### src/rtl/branch_resolve_pkg.sv
// Shared definitions for the ID-stage branch resolver: branch classes,
// compare-flag bus layout and the redirect FSM state encoding.
package branch_resolve_pkg;

   typedef enum logic [3:0] {
      BEQ    = 4'd0,
      BNE    = 4'd1,
      BGEZ   = 4'd2,
      BGTZ   = 4'd3,
      BLEZ   = 4'd4,
      BLTZ   = 4'd5,
      BGEZAL = 4'd6,
      BLTZAL = 4'd7,
      J      = 4'd8,
      JAL    = 4'd9,
      JR     = 4'd10,
      JALR   = 4'd11
   } br_type_e;

   // Compare-flag bus: [2] = (rs == rt), [1:0] = rs sign class
   localparam int CMP_EQ_BIT  = 2;
   localparam int CMP_SIGN_HI = 1;
   localparam int CMP_SIGN_LO = 0;

   localparam logic [1:0] POS  = 2'b00;
   localparam logic [1:0] ZERO = 2'b01;
   localparam logic [1:0] NEG  = 2'b10;

   typedef enum logic [1:0] {
      S_IDLE      = 2'd0,
      S_WAIT_SLOT = 2'd1,
      S_REDIRECT  = 2'd2
   } state_e;

endpackage

### src/rtl/branch_resolve_cond.sv
// Combinational branch condition evaluation: decides taken and whether the
// instruction writes a link register.
module br_cond_eval
   import branch_resolve_pkg::*;
(
   input  logic [3:0] br_type_i,
   input  logic [2:0] cmp_flags_i,
   output logic       taken_o,
   output logic       is_link_o
);

   logic       eq;
   logic [1:0] sign;
   logic       signValid;

   assign eq        = cmp_flags_i[CMP_EQ_BIT];
   assign sign      = cmp_flags_i[CMP_SIGN_HI:CMP_SIGN_LO];
   // Sign class 11 is not a legal comparator output; conditional branches never take on it
   assign signValid = (sign != 2'b11);

   always_comb begin
      taken_o   = 1'b0;
      is_link_o = 1'b0;
      case (br_type_e'(br_type_i))
         BEQ:    taken_o = signValid && eq;
         BNE:    taken_o = signValid && !eq;
         BGTZ:   taken_o = (sign == POS);
         BLEZ:   taken_o = (sign == ZERO) || (sign == NEG);
         BGEZ:   taken_o = (sign == POS) || (sign == ZERO);
         BLTZ:   taken_o = (sign == NEG);
         BGEZAL: begin
            taken_o   = (sign == POS) || (sign == ZERO);
            is_link_o = 1'b1;
         end
         BLTZAL: begin
            taken_o   = (sign == NEG);
            is_link_o = 1'b1;
         end
         J:      taken_o = 1'b1;
         JR:     taken_o = 1'b1;
         JAL, JALR: begin
            taken_o   = 1'b1;
            is_link_o = 1'b1;
         end
         default: ;
      endcase
   end

endmodule

### src/rtl/branch_resolve.sv
// ID-stage branch resolver: turns compare flags into a registered PC redirect
// that waits for the delay slot, plus link writes and statistics counters.
module branch_resolve
   import branch_resolve_pkg::*;
#(
   parameter int          CNT_W    = 16,
   parameter logic [4:0]  LINK_REG = 5'd31
) (
   input  logic             clk,
   input  logic             rst,
   input  logic             br_valid,
   input  logic [3:0]       br_type,
   input  logic [2:0]       cmp_flags,
   input  logic [31:0]      pc_id,
   input  logic [15:0]      imm16,
   input  logic [25:0]      instr_index,
   input  logic [31:0]      rs_value,
   input  logic [4:0]       rd_idx,
   input  logic             stall,
   input  logic             slot_fetched,
   input  logic             flush,
   output logic             busy,
   output logic             pc_redirect,
   output logic [31:0]      redirect_pc,
   output logic             link_we,
   output logic [4:0]       link_idx,
   output logic [31:0]      link_data,
   output logic [CNT_W-1:0] br_cnt,
   output logic [CNT_W-1:0] taken_cnt
);

   state_e            state_q, state_d;
   logic [31:0]       target_q;
   logic              link_we_q, link_we_d;
   logic [4:0]        link_idx_q;
   logic [31:0]       link_data_q;
   logic [CNT_W-1:0]  br_cnt_q, taken_cnt_q;

   logic              accept;
   logic              condTaken;
   logic              condLink;
   logic              isJalr;
   logic [31:0]       pcPlus4;
   logic [31:0]       brOffset;
   logic [31:0]       targetNext;

   br_cond_eval u_cond (
      .br_type_i   (br_type),
      .cmp_flags_i (cmp_flags),
      .taken_o     (condTaken),
      .is_link_o   (condLink)
   );

   // A flush on the same cycle wins over the incoming branch
   assign accept   = br_valid && !stall && (state_q == S_IDLE) && !flush;
   assign isJalr   = (br_type == JALR);
   assign pcPlus4  = pc_id + 32'd4;
   assign brOffset = {{14{imm16[15]}}, imm16, 2'b00};

   always_comb begin
      case (br_type_e'(br_type))
         J, JAL:   targetNext = {pcPlus4[31:28], instr_index, 2'b00};
         JR, JALR: targetNext = rs_value;
         default:  targetNext = pcPlus4 + brOffset;
      endcase
   end

   // Link happens whether or not the branch is taken; JALR to r0 is a no-op write
   assign link_we_d = accept && condLink && !(isJalr && (rd_idx == 5'd0));

   always_comb begin
      state_d     = state_q;
      pc_redirect = 1'b0;
      case (state_q)
         S_IDLE: begin
            if (accept && condTaken) begin
               state_d = slot_fetched ? S_REDIRECT : S_WAIT_SLOT;
            end
         end
         S_WAIT_SLOT: begin
            if (slot_fetched) begin
               state_d = S_REDIRECT;
            end
         end
         S_REDIRECT: begin
            pc_redirect = 1'b1;
            state_d     = S_IDLE;
         end
         default: state_d = S_IDLE;
      endcase
      if (flush) begin
         state_d     = S_IDLE;
         pc_redirect = 1'b0;
      end
   end

   always_ff @(posedge clk) begin
      if (rst) begin
         state_q     <= S_IDLE;
         target_q    <= 32'd0;
         link_we_q   <= 1'b0;
         link_idx_q  <= 5'd0;
         link_data_q <= 32'd0;
         br_cnt_q    <= '0;
         taken_cnt_q <= '0;
      end else begin
         state_q   <= state_d;
         link_we_q <= link_we_d;
         if (accept && condTaken) begin
            target_q <= targetNext;
         end
         if (link_we_d) begin
            link_idx_q  <= isJalr ? rd_idx : LINK_REG;
            link_data_q <= pc_id + 32'd8;
         end
         // Counters stick at all-ones rather than wrapping
         if (accept && (br_cnt_q != '1)) begin
            br_cnt_q <= br_cnt_q + CNT_W'(1);
         end
         if (accept && condTaken && (taken_cnt_q != '1)) begin
            taken_cnt_q <= taken_cnt_q + CNT_W'(1);
         end
      end
   end

   assign busy        = (state_q != S_IDLE);
   assign redirect_pc = target_q;
   assign link_we     = link_we_q;
   assign link_idx    = link_idx_q;
   assign link_data   = link_data_q;
   assign br_cnt      = br_cnt_q;
   assign taken_cnt   = taken_cnt_q;

endmodule
### config.mk
export PLATFORM = sky130hd
export DESIGN_NAME = branch_resolve
export DESIGN_NICKNAME = d
export VERILOG_FILES = /design/src/rtl/branch_resolve_pkg.sv /design/src/rtl/branch_resolve_cond.sv /design/src/rtl/branch_resolve.sv
export SDC_FILE = /design/constraint.sdc
export NUM_CORES = 1
export LEC_CHECK = 0
export BUFFER_PORTS_ARGS = -buffer_cell sky130_fd_sc_hd__buf_2
export CAP_MARGIN = 20
export CORE_UTILIZATION = 42
export CTS_CLUSTER_SIZE = 25
export DETAILED_ROUTE_END_ITERATION = 16
export GPL_ROUTABILITY_DRIVEN = 0
export PLACE_DENSITY = 0.66
export SETUP_SLACK_MARGIN = 0.3
export SYNTH_ARGS = -nofsm -noshare
export SYNTH_HDL_FRONTEND = slang
export SYNTH_SLANG_ARGS = --single-unit
### constraint.sdc
create_clock -name clk -period 12.16 [get_ports clk]
set_clock_uncertainty 0.2 [all_clocks]
set_input_delay 1.824 -clock clk [delete_from_list [all_inputs] [get_ports clk]]
set_output_delay 1.824 -clock clk [all_outputs]
set_load 0.02 [all_outputs]
---- Word-level counts from Yosys, hierarchy flattened ----
Index checks and enable logic that the tools add are counted.
cells by class
  $add $sub $neg .......................... 5
  reduce and logical (&&, ||, !) cells .... 30
  equal/unequal tests ..................... 20
  multiplexer cells ....................... 10
operators with widths
  kind                                                              count
  32-bit case mux with 2 select lines                               1
  16-bit by 1-bit adder with 16-bit output (second input constant)  2
  32-bit by 3-bit adder with 32-bit output (second input constant)  1
  32-bit adder                                                      1
  32-bit by 4-bit adder with 32-bit output (second input constant)  1
  16-bit inequality test (second input constant)                    2
  4-bit by 3-bit == test with 1-bit output (second input constant)  4
  4-bit == test (second input constant)                             4
  1-bit logical AND                                                 11
  2-bit OR reduction                                                5
  4-bit by 2-bit == test with 1-bit output (second input constant)  2
  4-bit OR reduction                                                2
  1-bit case mux with 7 select lines                                1
  2-bit 2-to-1 mux                                                  3
  5-bit zero test                                                   1
  5-bit 2-to-1 mux                                                  1
  2-bit by 1-bit == test with 1-bit output (second input constant)  2
  2-bit == test (second input constant)                             2
  4-bit by 1-bit == test with 1-bit output (second input constant)  1
  1-bit zero test                                                   4
  2-bit zero test                                                   2
  4-bit zero test                                                   1
  2-bit inequality test (second input constant)                     2
  2-bit case mux with 2 select lines                                1
  5 further kinds                                                   8
storage, ports and cells
  flip-flop bits (word level) ............. 104
  output and inout bits ................... 104
  logic and storage cells ................. 72

---- Longest topological paths before layout ----
  depth in word-level cells ............... 7
  gate-level depth with buffers ........... 17
  mapped depth without buffers ............ 16

---- Modules after synthesis ----
Synthesis repeated with hierarchy kept, for this count alone.
second synthesis, totals
  cells, all modules ...................... 933
  area, all modules ....................... 7216.9 µm²
modules (own cells, without submodules)
  module          cells each  area an instance (µm²)  times used  seq. area each (µm²)
  branch_resolve  919         7129.3                  1           2082.0
  br_cond_eval    14          87.6                    1           0.0

---- Worst setup path before layout ----
Ideal clock, no wire load.
  kind .................................... input -> register
  from .................................... input port pc_id[3]
  to ...................................... register target_q[29], in the netlist redirect_pc[29]
  data required time ...................... 11.869 ns
  data arrival time ....................... 4.878 ns
  stages .................................. 15
  setup slack ............................. 6.991 ns
  path through ............................ ha_1 > nand3_1 > nor4_2 > and3_1 > nand2_1 > nor2_1 > xor2_1 > ha_1 > nand2_1 > nor3_1 > o2111a_1 > a21o_2 > a21oi_1 > or4_1 > a311oi_1
between the ends
  longest elaborated chain between the ends .. 3
RTL lines
  element                                     line                   source
  start: declaration                          branch_resolve.sv:14   input logic [31:0] pc_id,
  32-bit by 3-bit adder with 32-bit output *  branch_resolve.sv:57   assign pcPlus4 = pc_id + 32'd4;
  32-bit adder                                branch_resolve.sv:64   default: targetNext = pcPlus4 + brOffset;
  32-bit case mux with 2 select lines *       branch_resolve.sv:61   case (br_type_e'(br_type))
  end signal: assignment                      branch_resolve.sv:110  target_q <= targetNext;
  end: declaration                            branch_resolve.sv:33   logic [31:0] target_q;
Every way passes the cells marked *; elsewhere a longest branch is shown, timed or not.
A chain may end at the register's enable or synchronous reset.

---- Worst setup path after layout ----
Ends and elaborated chain as after synthesis.

==> metrics.yaml <==
cts_resized: 0
clk_latency_ps: 370
multiInputGateArea_um2: 4920
maxSlewHeadroom_pct: 32.6
tns_ps: 0
antenna_cells: 0
cts_tree: "built"
fmax_mhz: 184
synth.ff_latch_count: 104
die_y_um: 134
seq_area_frac_synth_pct: 28.6
timing.hold.ws_ps: 255
total_power_mw: 0.875
synthFlopType: "dfxtp_1"
drcViolationCount: 0
portBuffers: 227
ant_nets: 0
numClockSinks: 104
via_count: 7213
holdBufCountCts: 0
placedCellCount: 1314
p_leak_nw: 3.80
ys_top_cells_by_area: "dfxtp_1 29%, nor2_1 7.0%, xor2_1 6.7%, ha_1 5.9%, xnor2_1 5.5%"
drt_iter0_drc: 433
ioPinCount: 228
track_usage_pct: 23.8
yosys.area.top_type: "dfxtp_1"
reg2reg_slack_ps: 9250
synth_edf_count: 0
nets: 1265
netlist_area_um2: 7270
synth_top_area_share_pct: 28.6
layout-drive-gt1-share_pct: 25.6
clkTransAtPathRegs_ps: 80
grt_pass1_vias: 6655
finalCritPeriodShare_pct: 44.6
cp_max_fo: 7
rsz0062_at_grt: "false"
yosysWarnings: 0
cts_root_buf: "clkbuf_16"
cap_viol_max_count: 0
regArea_um2: 2080
critical_path_class: "input pin to flop"
avgSynthCellArea_um2: 7.89
syn_inst: 921
cp-start-kind: "input pin"
dr.pass1.iters: 5
initial_core_util_pct: 43.4
hold_end: "redirect_pc[23]$_SDFFE_PP0P_"
die_area_um2: 17800
grt_pass1_wl_um: 33600
arrival_ps: 5500
holdCritStartpoint: "redirect_pc[23]$_SDFFE_PP0P_"
worst_ep_required_time_ps: 12230
htreeDepth: 3
hold_viol: 0
syn_nets: 1080
fin_crit_ps: 5420
vdd_ir_drop_max_mv: 0.0687
cts_buffers: 9
wl_um: 21300
hold_path_class: "flop to flop"
core_um2: 16800
r2r_start: "state_q[1]$_SDFFE_PP0P_"
num_rows: 47
area_growth_pct: 21.4
rr_worst_depth: 7
grt_overflow: 0
synth_cell_types: 77
final_common_cell: "buf_2"
grt_max_degree: 103
worst_pin_slew_ps: 1010
antenna_found_initial: 0
powerDensity_nw_per_um2: 99.2
whs_path_depth: 2
clockBufferDepth: 2
final_cell_mix: "226 x buf_2, 135 x nor2_1, 104 x dfxtp_1"
avgRoutedWirePerCell_um: 16.0
status: "complete, no violations"
final_cell_count_no_fill: 1331
setup_viol: 0
fillCellCount: 1660
avgViaCountPerCell: 5.42
slew_viol_final: 0
dp_hpwl_um: 16200
postCtsSetupBuffers: 0
die_w_um: 134
synthArstFlopShare_pct: 0
timing.rr.end: "link_data[26]$_SDFFE_PP0P_"
worstSetupEndpointType: "flop"
[flip-flops by register name, indices dropped and copies added, names as in the netlist]
name	cells
link_data	32
redirect_pc	32
taken_cnt	16
link_we	1
link_idx	5
state_q	2
br_cnt	16
[cells by family after synthesis]
family | after synthesis | share of synthesized area, %
simple gates | 378 | 25.2
compound gates | 200 | 19.0
flops | 104 | 28.6
xor+xnor | 102 | 12.3
buf+inv | 67 | 3.93
mux | 35 | 4.89
fa+ha+maj | 35 | 6.13
[routing by layer]
layer | vias to the layer above | share of wire, % | GRT usage, %
met5 | - | 0 | 0
met4 | 0 | 2.0 | 6.94
met3 | 31 | 5.7 | 4.45
met2 | 221 | 47 | 40.2
met1 | 3287 | 45 | 30.6
li1 | 3674 | - | -
[cells in the mapped netlist, types with 5 or more instances]
cell and number:
a31oi_1 9, o211ai_1 12, and3_1 20, nor3_1 26
nor2b_1 6, xnor2_1 46, o21ai_0 35, mux2i_1 31
a21oi_1 47, ha_1 34, dfxtp_1 104, xor2_1 56
nand3_1 47, a311oi_1 8, inv_1 7, nand4_1 19
a211oi_1 42, a21o_1 12, clkbuf_1 36, nand2_1 78
or3_1 8, nor2_1 135, buf_2 16, or2_2 5
[worst max-delay path by stage]
| stage | depth (start not counted) | slack (ps) | endpoint | startpoint |
|---|---|---|---|---|
| floorplan | 15 | 6990 | redirect_pc[29]$_SDFFE_PP0P_ | pc_id[3] |
| global placement | 16 | 6550 | redirect_pc[29]$_SDFFE_PP0P_ | pc_id[3] |
| detailed placement | 16 | 6440 | redirect_pc[29]$_SDFFE_PP0P_ | pc_id[3] |
| CTS | 16 | 6810 | redirect_pc[29]$_SDFFE_PP0P_ | pc_id[3] |
| global route | 16 | 6430 | redirect_pc[29]$_SDFFE_PP0P_ | pc_id[3] |
| finish | 16 | 6740 | redirect_pc[29]$_SDFFE_PP0P_ | pc_id[3] |
[through the flow]
stage	util, %	setup slack [ps]	cell area (µm²)
final	52.7	6740	8830
after global routing	52.7	6430	8830
after CTS	52.5	6810	8800
after detailed placement	50.6	6440	8480
after global placement	50.6	6550	8480
after floorplan	-	6990	7270
[worst max-delay path, cell delays in order]
cell      delay (ps)
buf_2            150
ha_1             240
nand3_1          180
nor4_2           520
and3_1           290
nand2_1          100
nor2_1           130
xor2_1            80
ha_1             350
nand2_1          140
nor3_1           300
o2111a_1         240
a21o_2           160
a21oi_1           60
or4_1            470
a311oi_1         250
[power by group]
group	internal [mW]	leakage, nW	switching (mW)	total (mW)
Clock	0.149	0.150	0.163	0.312
Combinational	0.0844	2.81	0.128	0.212
Sequential	0.347	0.841	0.00364	0.351
[cell type report]
class	instances	share of cell area, %
Clock buffer	9	2.55
Clock inverter	7	1.02
Inverter	8	0.340
Multi-Input combinational cell	750	55.7
Sequential cell	104	23.6
Tap cell	220	3.12
Timing Repair Buffer	233	13.6
Note: power is estimated with default switching activity, not from simulation.
